### config.mk
export PLATFORM = sky130hd
export DESIGN_NAME = mem_port_arbiter
export DESIGN_NICKNAME = d
export VERILOG_FILES = /design/src/rtl/mem_port_arbiter.sv
export SDC_FILE = /design/constraint.sdc
export NUM_CORES = 1
export LEC_CHECK = 0
export BUFFER_PORTS_ARGS = -buffer_cell sky130_fd_sc_hd__buf_2
export CAP_MARGIN = 20
export CORE_ASPECT_RATIO = 0.8
export CORE_MARGIN = 8
export CORE_UTILIZATION = 45
export CTS_BUF_LIST = sky130_fd_sc_hd__clkbuf_4 sky130_fd_sc_hd__clkbuf_8
export DETAILED_ROUTE_END_ITERATION = 8
export GPL_ROUTABILITY_DRIVEN = 1
export PLACE_DENSITY = 0.79
export SLEW_MARGIN = 10
export SYNTH_ARGS = -nofsm -noshare
export SYNTH_HDL_FRONTEND = slang
export SYNTH_SLANG_ARGS = --single-unit
### constraint.sdc
create_clock -name clk -period 4.7 [get_ports clk]
set_input_delay 0.94 -clock clk [delete_from_list [all_inputs] [get_ports clk]]
set_output_delay 0.94 -clock clk [all_outputs]
set_load 0.02 [all_outputs]
### src/rtl/mem_port_arbiter.sv
// Shares one external memory port between the instruction-fetch and data requesters using req/ack handshakes.
// Latency: request sampled in cycle N, m_ce=1 in N+1, requester ack one cycle after m_ack (2 cycles minimum).
// Stall behaviour: stall_req is held while a request is pending. `ARB_TIMEOUT_EN enables the grant-state abort timer and bus_err.
module mem_port_arbiter #(
  parameter int MAX_D_STREAK = 4,
  parameter int TIMEOUT      = 16
) (
  input  logic        clk,
  input  logic        rst,
  input  logic        if_req,
  input  logic [31:0] if_addr,
  output logic [31:0] if_rdata,
  output logic        if_ack,
  input  logic        d_req,
  input  logic        d_we,
  input  logic [31:0] d_addr,
  input  logic [31:0] d_wdata,
  input  logic [3:0]  d_sel,
  output logic [31:0] d_rdata,
  output logic        d_ack,
  output logic        m_ce,
  output logic        m_we,
  output logic [31:0] m_addr,
  output logic [31:0] m_wdata,
  output logic [3:0]  m_sel,
  input  logic [31:0] m_rdata,
  input  logic        m_ack,
  output logic        stall_req,
  output logic        bus_err
);

  if (MAX_D_STREAK < 1 || MAX_D_STREAK > 15 || TIMEOUT < 2) begin : g_param_chk
    $error("mem_port_arbiter: MAX_D_STREAK must be 1..15 and TIMEOUT at least 2");
  end

  typedef enum logic [1:0] {IDLE, GNT_I, GNT_D} state_t;

  state_t      state_q, state_d;
  logic        m_ce_q, m_ce_d;
  logic        m_we_q, m_we_d;
  logic [31:0] m_addr_q, m_addr_d;
  logic [31:0] m_wdata_q, m_wdata_d;
  logic [3:0]  m_sel_q, m_sel_d;
  logic [31:0] if_rdata_q, if_rdata_d;
  logic [31:0] d_rdata_q, d_rdata_d;
  logic        if_ack_q, if_ack_d;
  logic        d_ack_q, d_ack_d;
  logic [3:0]  streak_q, streak_d;
  logic        grant_d;
  logic        abort;

`ifdef ARB_TIMEOUT_EN
  localparam int TW = $clog2(TIMEOUT);

  logic [TW-1:0] tmo_q, tmo_d;
  logic          bus_err_q, bus_err_d;

  // Last grant cycle without a memory response forces the abort path.
  assign abort = (state_q != IDLE) && !m_ack && (tmo_q == TW'(TIMEOUT - 1));

  // Timer restarts on every grant entry and counts cycles spent waiting in a grant state.
  always_comb begin
    tmo_d     = '0;
    bus_err_d = abort;
    if (state_q != IDLE) begin
      tmo_d = tmo_q + 1'b1;
    end
  end

  // Timer and error pulse registers.
  always_ff @(posedge clk) begin
    if (rst) begin
      tmo_q     <= '0;
      bus_err_q <= 1'b0;
    end else begin
      tmo_q     <= tmo_d;
      bus_err_q <= bus_err_d;
    end
  end

  assign bus_err = bus_err_q;
`else
  assign abort   = 1'b0;
  assign bus_err = 1'b0;
`endif

  // Arbitration in IDLE, hold-until-ack in grant states, completion/abort bookkeeping.
  always_comb begin
    state_d    = state_q;
    m_ce_d     = m_ce_q;
    m_we_d     = m_we_q;
    m_addr_d   = m_addr_q;
    m_wdata_d  = m_wdata_q;
    m_sel_d    = m_sel_q;
    if_rdata_d = if_rdata_q;
    d_rdata_d  = d_rdata_q;
    if_ack_d   = 1'b0;
    d_ack_d    = 1'b0;
    streak_d   = streak_q;
    grant_d    = 1'b0;
    case (state_q)
      IDLE: begin
        // While an ack is pulsing the requester still shows its old req, so arbitration waits one cycle.
        if (!if_ack_q && !d_ack_q && (if_req || d_req)) begin
          grant_d = d_req && !(if_req && streak_q == 4'(MAX_D_STREAK));
          m_ce_d  = 1'b1;
          if (grant_d) begin
            state_d   = GNT_D;
            m_we_d    = d_we;
            m_addr_d  = d_addr;
            m_wdata_d = d_wdata;
            m_sel_d   = d_sel;
            if (!if_req) begin
              streak_d = '0;
            end else if (streak_q != 4'(MAX_D_STREAK)) begin
              streak_d = streak_q + 1'b1;
            end
          end else begin
            state_d   = GNT_I;
            m_we_d    = 1'b0;
            m_addr_d  = if_addr;
            m_wdata_d = '0;
            m_sel_d   = 4'hF;
            streak_d  = '0;
          end
        end
      end
      GNT_I: begin
        if (m_ack || abort) begin
          if_rdata_d = m_ack ? m_rdata : 32'h0;
          if_ack_d   = 1'b1;
          m_ce_d     = 1'b0;
          state_d    = IDLE;
        end
      end
      GNT_D: begin
        if (m_ack || abort) begin
          if (!m_ack) begin
            d_rdata_d = 32'h0;
          end else if (!m_we_q) begin
            d_rdata_d = m_rdata;
          end
          d_ack_d = 1'b1;
          m_ce_d  = 1'b0;
          state_d = IDLE;
        end
      end
      default: begin
        state_d = IDLE;
        m_ce_d  = 1'b0;
      end
    endcase
  end

  // State and registered outputs; reset drops any outstanding access.
  always_ff @(posedge clk) begin
    if (rst) begin
      state_q    <= IDLE;
      m_ce_q     <= 1'b0;
      m_we_q     <= 1'b0;
      m_addr_q   <= '0;
      m_wdata_q  <= '0;
      m_sel_q    <= '0;
      if_rdata_q <= '0;
      d_rdata_q  <= '0;
      if_ack_q   <= 1'b0;
      d_ack_q    <= 1'b0;
      streak_q   <= '0;
    end else begin
      state_q    <= state_d;
      m_ce_q     <= m_ce_d;
      m_we_q     <= m_we_d;
      m_addr_q   <= m_addr_d;
      m_wdata_q  <= m_wdata_d;
      m_sel_q    <= m_sel_d;
      if_rdata_q <= if_rdata_d;
      d_rdata_q  <= d_rdata_d;
      if_ack_q   <= if_ack_d;
      d_ack_q    <= d_ack_d;
      streak_q   <= streak_d;
    end
  end

  assign m_ce      = m_ce_q;
  assign m_we      = m_we_q;
  assign m_addr    = m_addr_q;
  assign m_wdata   = m_wdata_q;
  assign m_sel     = m_sel_q;
  assign if_rdata  = if_rdata_q;
  assign d_rdata   = d_rdata_q;
  assign if_ack    = if_ack_q;
  assign d_ack     = d_ack_q;
  assign stall_req = (if_req & ~if_ack_q) | (d_req & ~d_ack_q);

endmodule

==> impl_metrics.yaml, run 1 <==
run_status:
  status: "completed"
worst_setup_path:
  crit_path_start_kind: "primary input"
  cp.required_ps: 3760
  critical_path_arrival_ps: 1510
  end_kind: "output port"
  crit_fanout: 4
  path_class: "in2out"
timing:
  rsz0062_at_grt: "false"
  timing_worst_slew_pin_value_ps: 1002
  finClkSkew_ps: 16.47
  final_period_minus_worst_setup_slack_ps: 2452
  timing_limited_maximum_frequency_ghz: 0.4079
  timing.max_slew.rel_slack: 0.3298
  hold_viol: 0
  timing.final.crit_share: 0.5217
  final-setup-viol-count: 0
  final_max_slew_viol_count: 0
  setup_tns_ps: 0
yosys:
  synthMostInstantiatedCell: "sky130_fd_sc_hd__nand2_1"
  synth.top_cells.by_area: "sky130_fd_sc_hd__dfxtp_1 (50%), sky130_fd_sc_hd__nand2_1 (16%), sky130_fd_sc_hd__a21oi_1 (9.2%)"
  synth-seq-area-share: 0.5029
  synthDominantAreaCellType: "sky130_fd_sc_hd__dfxtp_1"
  syn_inst: 690
  synth_flop_cell: "sky130_fd_sc_hd__dfxtp_1"
  syn_avg_cell_area_um2: 8.193
  mappedNetlistNets: 834
  synthDominantCellAreaShare: 0.5029
  post_synth_most_frequent_cells: "sky130_fd_sc_hd__nand2_1 (235), sky130_fd_sc_hd__dfxtp_1 (142), sky130_fd_sc_hd__a21oi_1 (104), sky130_fd_sc_hd__nand3_1 (38), sky130_fd_sc_hd__nor2_1 (38)"
  synth.lib_cells_used.distinct: 34
  synthesis_stage_register_bit_count: 142
  yosysWarningCount: 0
  syn-cell-area_mm2: 0.005653
  ys_async_sr_fraction: 0
  synth-edff-count: 0
grt:
  vias_in_the_first_global_route: 5580
  grt_first_pass_wirelength_um: 27560
  grt_overflow: 0
  grt_max_degree: 102
  grt_antenna_before_repair: 0
  overall_routing_resource_usage: 0.2059
layout:
  area_growth_syn_to_layout_pct: 31.96
  fillers: 1110
  finalNetCount: 1083
  post_route_cells_drive_above_1_share: 0.3718
pwr:
  cellInternalPower_mw: 1.924
  p_total_mw: 2.912
  leakage_nw: 3.352
  power.clock.fraction: 0.314
  ir_drop_mv: 0.2645
  powerDensity_mw_per_mm2: 390.4
  comb_pwr_share: 0.224
  switching_share: 0.3395
  power.net_switching_mw: 0.9886
  register_share_of_total_power: 0.462
cts:
  numCtsBuffers: 17
  cts_max_path_buffers: 2
  post_cts.repair.setup_buffers: 0
  cts.reportedPaths.clkPinSlew_ps: 80
  worstSkewPairLatency_ps: 430
  cts_root_buffer: "sky130_fd_sc_hd__clkbuf_8"
  cts.hold.buffers_added: 0
  tritoncts: "yes"
  ctsResizeCount: 0
  clock_sinks: 142
  cts_max_level: 4
floorplanning:
  die_h_um: 116.2
  placement_rows: 36
  die_width_um: 141.3
  pin_count: 276
  floorplan.initialDensity: 0.4631
  core-area_mm2: 0.01221
  die_area_mm2: 0.01643
detailed_routing:
  iteration_0_drc_count_of_the_detailed_router: 295
  drc: 0
  drt_wl_total_um: 17620
  drt.antenna.violating_nets: 0
  via_per_inst: 5.024
  num_vias: 5647
  drt_pass1_iterations: 4
  routed_wire_length_per_instance_um: 15.68
worst_hold_path:
  hp_class: "reg2reg"
placed_design:
  gp_routability_congestion: 0.8262
  post-dp-hpwl_um: 12640
  numPortBuffers: 274
job:
  max_cap_violations: 0
cells by family after synthesis:
kind of cell / share of synthesized area
buffers and inverters: 0.05445
adder cells (fa/ha/maj): 0.01328
flip-flops: 0.5029
other: 0.0006634
AND/OR/NAND/NOR: 0.2379
AO/OA/AOI/OAI: 0.1908
metrics by stage:
| step | setup WS (ps) | hold slack (ps) | instances | area (um^2) | util |
|---|---|---|---|---|---|
| after floorplan | 2370 | 461.9 | 690 | 5653 | - |
| after global placement | 1824 | 435.7 | 1089 | 7038 | 0.5766 |
| after detailed placement | 1775 | 440.2 | 1089 | 7038 | 0.5766 |
| after CTS | 2225 | 453.6 | 1121 | 7410 | 0.6070 |
| after global routing | 2186 | 470.1 | 1123 | 7457 | 0.6109 |
| final | 2248 | 450.0 | 1124 | 7460 | 0.6111 |
flip-flops by register name, indices dropped and copies added (netlist names):
name / count
state_q: 2
d_ack: 1
if_rdata: 32
m_ce: 1
m_we: 1
d_rdata: 32
m_sel: 4
streak_q: 4
if_ack: 1
m_wdata: 32
m_addr: 32
worst max-delay path, stage by stage:
cell and delay (ps):
sky130_fd_sc_hd__buf_2 110, sky130_fd_sc_hd__inv_1 90, sky130_fd_sc_hd__o22ai_1 180, sky130_fd_sc_hd__buf_2 190
path summary, 6_finish.rpt:
path | from | to | slack, ps | cells after the start
max | if_req | stall_req | 2250 | 4
min | m_sel[2] | m_sel[2] | 450 | 2
max reg2reg | streak_q[0] | m_addr[31] | 2370 | 7
min reg2reg | m_sel[2] | m_sel[2] | 450 | 2
per-layer routing:
metal	wire length, um	global-route usage	vias up
met5	0	0	-
li1	-	-	2814
met1	7436	0.2426	2600
met4	369	0.09000	0
met3	1223	0.05842	26
met2	8593	0.3477	207
power groups by stage:
stage	logic [mW]	registers (mW)	clock network [mW]
2_1_floorplan	0.323	1.48	0
6_report	0.652	1.35	0.916
4_1_cts	0.647	1.34	0.941
3_3_place_gp	0.637	1.37	0
3_5_place_dp	0.646	1.37	0
5_1_grt	0.708	1.36	0.990
cell type report:
type,count,area [um^2],area share
Multi-Input combinational cell,485,2510,0.3365
Antenna cell,1,2.502,0.0003355
Sequential cell,142,2843,0.3811
Timing Repair Buffer,285,1489,0.1996
Tap cell,171,214.0,0.02868
Inverter,8,30.03,0.004025
Clock buffer,18,247.7,0.03321
Clock inverter,14,123.9,0.01661
placed cells by master (no fill, tap or decap), types with 8 or more instances in the layout:
cell type	count
sky130_fd_sc_hd__dfxtp_1	142
sky130_fd_sc_hd__a311oi_2	30
sky130_fd_sc_hd__clkbuf_8	18
sky130_fd_sc_hd__buf_4	10
sky130_fd_sc_hd__a21oi_1	104
sky130_fd_sc_hd__buf_2	273
sky130_fd_sc_hd__nor2_1	37
sky130_fd_sc_hd__nand2_1	235
sky130_fd_sc_hd__nand3_1	38
sky130_fd_sc_hd__inv_1	8
(Power assumes the default switching activity.)
==> run 2: changes to the inputs <==
ABC_AREA = 1   (was not set)
clock period = 2.5 ns   (was 4.7 ns; I/O delays follow)
==> run 2 against run 1 <==
Net effect:
- flip-flop and latch count stayed put
- non-clock buffer count grew 3
- wire length is 2.2% higher
- synthesized cell count up 17%
- critical path type is now reg2reg
- power is 95% higher
- first-iteration DRC count rose by 33%
- die area rose by 2.8%
- cell area grew 3.1%
- synthesized area increased by 3.2%
- largest power group unchanged
==> impl_metrics.yaml, run 2 <==
timing:
  timing.max_slew.rel_slack: 0.6331
  rsz0062_at_grt: "false"
  timing_limited_maximum_frequency_ghz: 0.5736
  final-setup-viol-count: 0
  final_period_minus_worst_setup_slack_ps: 1744
  final.setup.worst_slack_ps: 756.5
  final_max_slew_viol_count: 0
  timing_worst_slew_pin_value_ps: 550.3
  finClkSkew_ps: 19.56
  timing.final.crit_share: 0.6974
  hold_viol: 0
  setup_tns_ps: 0
pwr:
  power.clock.fraction: 0.321
  power.net_switching_mw: 1.800
  register_share_of_total_power: 0.450
  ir_drop_mv: 0.5287
  switching_share: 0.3162
  cellInternalPower_mw: 3.893
  leakage_nw: 4.067
  comb_pwr_share: 0.229
  powerDensity_mw_per_mm2: 740.2
cts:
  tritoncts: "yes"
  cts_max_path_buffers: 2
  worstSkewPairLatency_ps: 430
  ctsResizeCount: 0
  clock_sinks: 142
  cts_root_buffer: "sky130_fd_sc_hd__clkbuf_8"
  post_cts.repair.setup_buffers: 0
  cts_max_level: 4
  cts.hold.buffers_added: 0
  numCtsBuffers: 17
  cts.reportedPaths.clkPinSlew_ps: 80
floorplanning:
  core-area_mm2: 0.01278
  pin_count: 276
  die_width_um: 143.3
  die_h_um: 117.8
  placement_rows: 37
  die_area_mm2: 0.01689
  floorplan.initialDensity: 0.4566
yosys:
  yosysWarningCount: 0
  synth-edff-count: 0
  synthDominantCellAreaShare: 0.4872
  mappedNetlistNets: 948
  synthMostInstantiatedCell: "sky130_fd_sc_hd__dfxtp_1"
  synth.top_cells.by_area: "sky130_fd_sc_hd__dfxtp_1 (49%), sky130_fd_sc_hd__nor2_1 (8.9%), sky130_fd_sc_hd__nand3_1 (8.0%)"
  syn_avg_cell_area_um2: 7.257
  synth.lib_cells_used.distinct: 23
  post_synth_most_frequent_cells: "sky130_fd_sc_hd__dfxtp_1 (142), sky130_fd_sc_hd__nor2_1 (139), sky130_fd_sc_hd__nand2_1 (123), sky130_fd_sc_hd__nand3_1 (93), sky130_fd_sc_hd__inv_1 (88)"
  ys_async_sr_fraction: 0
  synth_flop_cell: "sky130_fd_sc_hd__dfxtp_1"
  syn-cell-area_mm2: 0.005834
  synthDominantAreaCellType: "sky130_fd_sc_hd__dfxtp_1"
  synth-seq-area-share: 0.4872
  syn_inst: 804
  synthesis_stage_register_bit_count: 142
grt:
  overall_routing_resource_usage: 0.2070
  grt_antenna_before_repair: 1
  vias_in_the_first_global_route: 5582
  grt_overflow: 0
  grt_first_pass_wirelength_um: 28290
  grt_max_degree: 71
detailed_routing:
  via_per_inst: 4.817
  post_route_m1_wl_um: 7555
  drc: 0
  detailroute.wirelength.met2_um: 8064
  drt_pass1_iterations: 5
  drt.antenna.violating_nets: 0
  dr.max_layer_used: "met4"
  iteration_0_drc_count_of_the_detailed_router: 392
  drt_wl_total_um: 18010
  wl_met3_um: 1655
  routed_wire_length_per_instance_um: 14.48
  num_vias: 5992
placed_design:
  gp_routability_congestion: 0.8268
  detailedPlace.worstSlack_ps: 467.4
  numPortBuffers: 274
  dp.cells: 1212
  post-dp-hpwl_um: 13140
run_status:
  status: "completed"
worst_setup_path:
  crit_start: "streak_q[0]"
  end_kind: "flip-flop"
  crit_path_start_kind: "flip-flop"
  path_class: "reg2reg"
  rr_startpoint: "streak_q[0]"
  cp.required_ps: 2820
  critical_path_arrival_ps: 2070
  crit_fanout: 22
job:
  max_cap_violations: 0
layout:
  layout_common_cells: "sky130_fd_sc_hd__buf_2 (274), sky130_fd_sc_hd__dfxtp_1 (142), sky130_fd_sc_hd__nor2_1 (138)"
  leading_cell_type_in_the_layout_fill_and_taps_excluded: "sky130_fd_sc_hd__buf_2"
  finalNetCount: 1200
  area_growth_syn_to_layout_pct: 31.83
  fillers: 1182
  number_of_standard_cells_in_the_final_layout_excluding_fillers: 1244
  post_route_cells_drive_above_1_share: 0.3202
worst_hold_path:
  hp_class: "in2reg"
  worst_hold_startpoint: "d_sel[3]"
==> run 2: cell count changes after synthesis, sizes merged, moves of 3 or more <==
cell,previous run,this run
o21ai,6,68
nand4,4,0
buf,23,19
nand3b,4,0
nand2,235,124
clkbuf,32,36
nand3,38,102
a311oi,32,0
a31oi,3,0
nor2,39,141
a21oi,104,72
inv,8,90
==> run 2: final timing paths <==
kind                end  depth (start not counted)  slack, ps
max          m_addr[23]                         11        760
min            m_sel[3]                          3        290
max reg2reg  m_addr[23]                         11        760
min reg2reg        m_ce                          2        460
==> run 2: cell type report <==
type                            instances  area, um^2  area share
Sequential cell                       142        2843      0.3696
Timing Repair Buffer                  288        1501      0.1952
Tap cell                              175       219.0     0.02847
Clock inverter                         13       148.9     0.01936
Antenna cell                            1       2.502   0.0003254
Inverter                               90       337.8     0.04392
Multi-Input combinational cell        517        2397      0.3117
Clock buffer                           18       241.5     0.03140
==> run 2: worst max-delay path, stage by stage (launching register included) <==
cell and delay [ps]:
sky130_fd_sc_hd__dfxtp_1 370, sky130_fd_sc_hd__inv_1 70, sky130_fd_sc_hd__ha_1 200, sky130_fd_sc_hd__nand2_1 70, sky130_fd_sc_hd__inv_1 40, sky130_fd_sc_hd__nand2_1 70, sky130_fd_sc_hd__nand2_1 290, sky130_fd_sc_hd__buf_12 280
sky130_fd_sc_hd__nand2_1 80, sky130_fd_sc_hd__nand3_1 70, sky130_fd_sc_hd__nand2_1 70, sky130_fd_sc_hd__inv_1 30
==> run 2: kinds of logic after synthesis <==
family | count (synthesis) | synth area share
AO/OA/AOI/OAI | 141 | 0.1263
XOR/XNOR | 1 | 0.001501
adder cells (fa/ha/maj) | 6 | 0.01287
buffers and inverters | 145 | 0.1023
flip-flops | 142 | 0.4872
other | 1 | 0.0006427
AND/OR/NAND/NOR | 368 | 0.2691
==> run 2: per-layer routing <==
| layer | GRT usage | vias up |
|---|---|---|
| met3 | 0.06810 | 50 |
| met4 | 0.1095 | 0 |
| met5 | 0 | - |
| met1 | 0.2536 | 2638 |
| li1 | - | 3042 |
| met2 | 0.3160 | 262 |
==> run 2: power groups by stage <==
stage	sequential, mW	combinational [mW]	clock (mW)
after floorplan	2.85	0.611	0
after detailed placement	2.61	1.31	0
after global placement	2.61	1.29	0
after CTS	2.56	1.31	1.88
final	2.56	1.30	1.83
after global routing	2.59	1.44	1.99
==> run 2: per-stage QoR <==
stage                     instance area, um^2  hold slack, ps  power (mW)  utilization
after detailed placement                 7298           455.2       3.923       0.5712
after global placement                   7298           448.4       3.899       0.5712
after CTS                                7689           258.3       5.753       0.6017
final                                    7691           287.1       5.693       0.6019
after global routing                     7691           277.4       6.015       0.6019
after floorplan                          5834           456.2       3.463            -
==> run 3: changes to the inputs <==
ABC_AREA = 0   (was 1)
CORE_UTILIZATION = 43   (was 45)
clock period = 1.6 ns   (was 2.5 ns; I/O delays follow)
==> run 3 against run 2 <==
Net effect:
- critical endpoint is now m_addr[19]
- combinational power grew 58%
- clock skew shrank 5.0 ps
- sequential power grew 54%
- via count shrank 5.0%
- cell area grew 1.2%
- hold slack lost 160 ps
- critical path type unchanged
==> impl_metrics.yaml, run 3 (synthesis gave the netlist of run 1 again) <==
placed_design:
  numPortBuffers: 274
  detailedPlace.worstSlack_ps: 81.42
  post-dp-hpwl_um: 13250
  gp_routability_congestion: 0.8157
timing:
  rsz0062_at_grt: "true"
  final.setup.worst_slack_ps: 106.6
  timing.final.crit_share: 0.9334
  final_max_slew_viol_count: 0
  finClkSkew_ps: 14.55
  holdWs_ps: 128.0
  setup_tns_ps: 0
  hold_viol: 0
  timing_limited_maximum_frequency_ghz: 0.6696
  final-setup-viol-count: 0
  final_period_minus_worst_setup_slack_ps: 1493
detailed_routing:
  routed_wire_length_per_instance_um: 15.74
  via_per_inst: 4.976
  num_vias: 5692
  drc: 0
  drt_pass1_iterations: 6
  drt.antenna.violating_nets: 0
  iteration_0_drc_count_of_the_detailed_router: 331
  drt_wl_total_um: 18010
floorplanning:
  floorplan.initialDensity: 0.4392
  pin_count: 276
  die_width_um: 144.2
  core-area_mm2: 0.01287
  die_area_mm2: 0.01709
  placement_rows: 37
  die_h_um: 118.6
job:
  max_cap_violations: 0
cts:
  numCtsBuffers: 17
  clock_sinks: 142
  cts.reportedPaths.clkPinSlew_ps: 90
  cts.hold.buffers_added: 0
  cts_max_path_buffers: 2
  cts_max_level: 4
  cts_root_buffer: "sky130_fd_sc_hd__clkbuf_8"
  worstSkewPairLatency_ps: 430
  tritoncts: "yes"
grt:
  grt_overflow: 0
  overall_routing_resource_usage: 0.2066
  grt_antenna_before_repair: 2
  grt_max_degree: 51
  grt_first_pass_wirelength_um: 28470
  vias_in_the_first_global_route: 5534
worst_setup_path:
  end_kind: "flip-flop"
  rr_worst_depth: 6
  cp.required_ps: 1930
  crit_fanout: 38
  crit_path_start_kind: "flip-flop"
  path_class: "reg2reg"
  critical_path_arrival_ps: 1830
pwr:
  ir_drop_mv: 0.6577
  leakage_nw: 3.506
  p_total_mw: 9.108
  powerDensity_mw_per_mm2: 1170
layout:
  fillers: 1208
  leading_cell_type_in_the_layout_fill_and_taps_excluded: "sky130_fd_sc_hd__buf_2"
  finalNetCount: 1099
  layout_common_cells: "sky130_fd_sc_hd__buf_2 (273), sky130_fd_sc_hd__nand2_1 (235), sky130_fd_sc_hd__dfxtp_1 (142)"
  final_core_utilization: 0.6048
  post_route_cells_drive_above_1_share: 0.3826
  area_growth_syn_to_layout_pct: 37.69
run_status:
  status: "completed"
worst_hold_path:
  whs_path_depth: 3
  hp_class: "in2reg"
-- run 3: layout make-up --
cell class                      count  area, um^2  share of cell area
Multi-Input combinational cell    485        2516              0.3233
Clock buffer                       18       241.5             0.03102
Tap cell                          175       219.0             0.02813
Antenna cell                        2       5.005           0.0006430
Inverter                            8       30.03            0.003858
Sequential cell                   142        2843              0.3652
Clock inverter                     13       190.2             0.02443
Timing Repair Buffer              301        1739              0.2234
-- run 3: what timing repair did --
action | 4_1_cts | 5_1_grt
endpoints found under the setup margin | 0 | 3
gates resized for setup | 0 | 2
buffers inserted | 0 | 0
-- run 3: path summary, 6_finish.rpt --
check / slack, ps / endpoint / start
setup / recovery: 110 / m_addr[19] / state_q[1]
hold / removal: 130 / d_rdata[10] / m_rdata[10]
hold reg to reg: 450 / m_wdata[16] / m_wdata[16]
setup reg to reg: 110 / m_addr[19] / state_q[1]
-- run 3: power breakdown --
part           total, mW  switching, mW  internal (mW)
Combinational       2.05           1.28          0.772
Sequential          3.94          0.132           3.81
Clock               3.12           1.39           1.72
Total               9.11           2.80           6.31
-- run 3: per-stage QoR --
step / cell area [um^2] / instances
after global routing: 7784 / 1144
after global placement: 7341 / 1111
after detailed placement: 7341 / 1111
after floorplan: 5653 / 690
final: 7784 / 1144
after CTS: 7772 / 1142
-- run 3: worst max-delay path, cell delays in order (launching register included) --
cell                       delay, ps
sky130_fd_sc_hd__dfxtp_1         320
sky130_fd_sc_hd__inv_1           100
sky130_fd_sc_hd__ha_1            180
sky130_fd_sc_hd__and3b_4         260
sky130_fd_sc_hd__buf_12          230
sky130_fd_sc_hd__nor2_1           80
sky130_fd_sc_hd__a311oi_2        240
-- run 3: per-layer routing --
layer	wire, um	global-route usage	vias to the layer above
li1	-	-	2836
met3	1382	0.05471	33
met4	423	0.09215	0
met2	8580	0.3403	200
met5	0	0	-
met1	7624	0.2481	2623
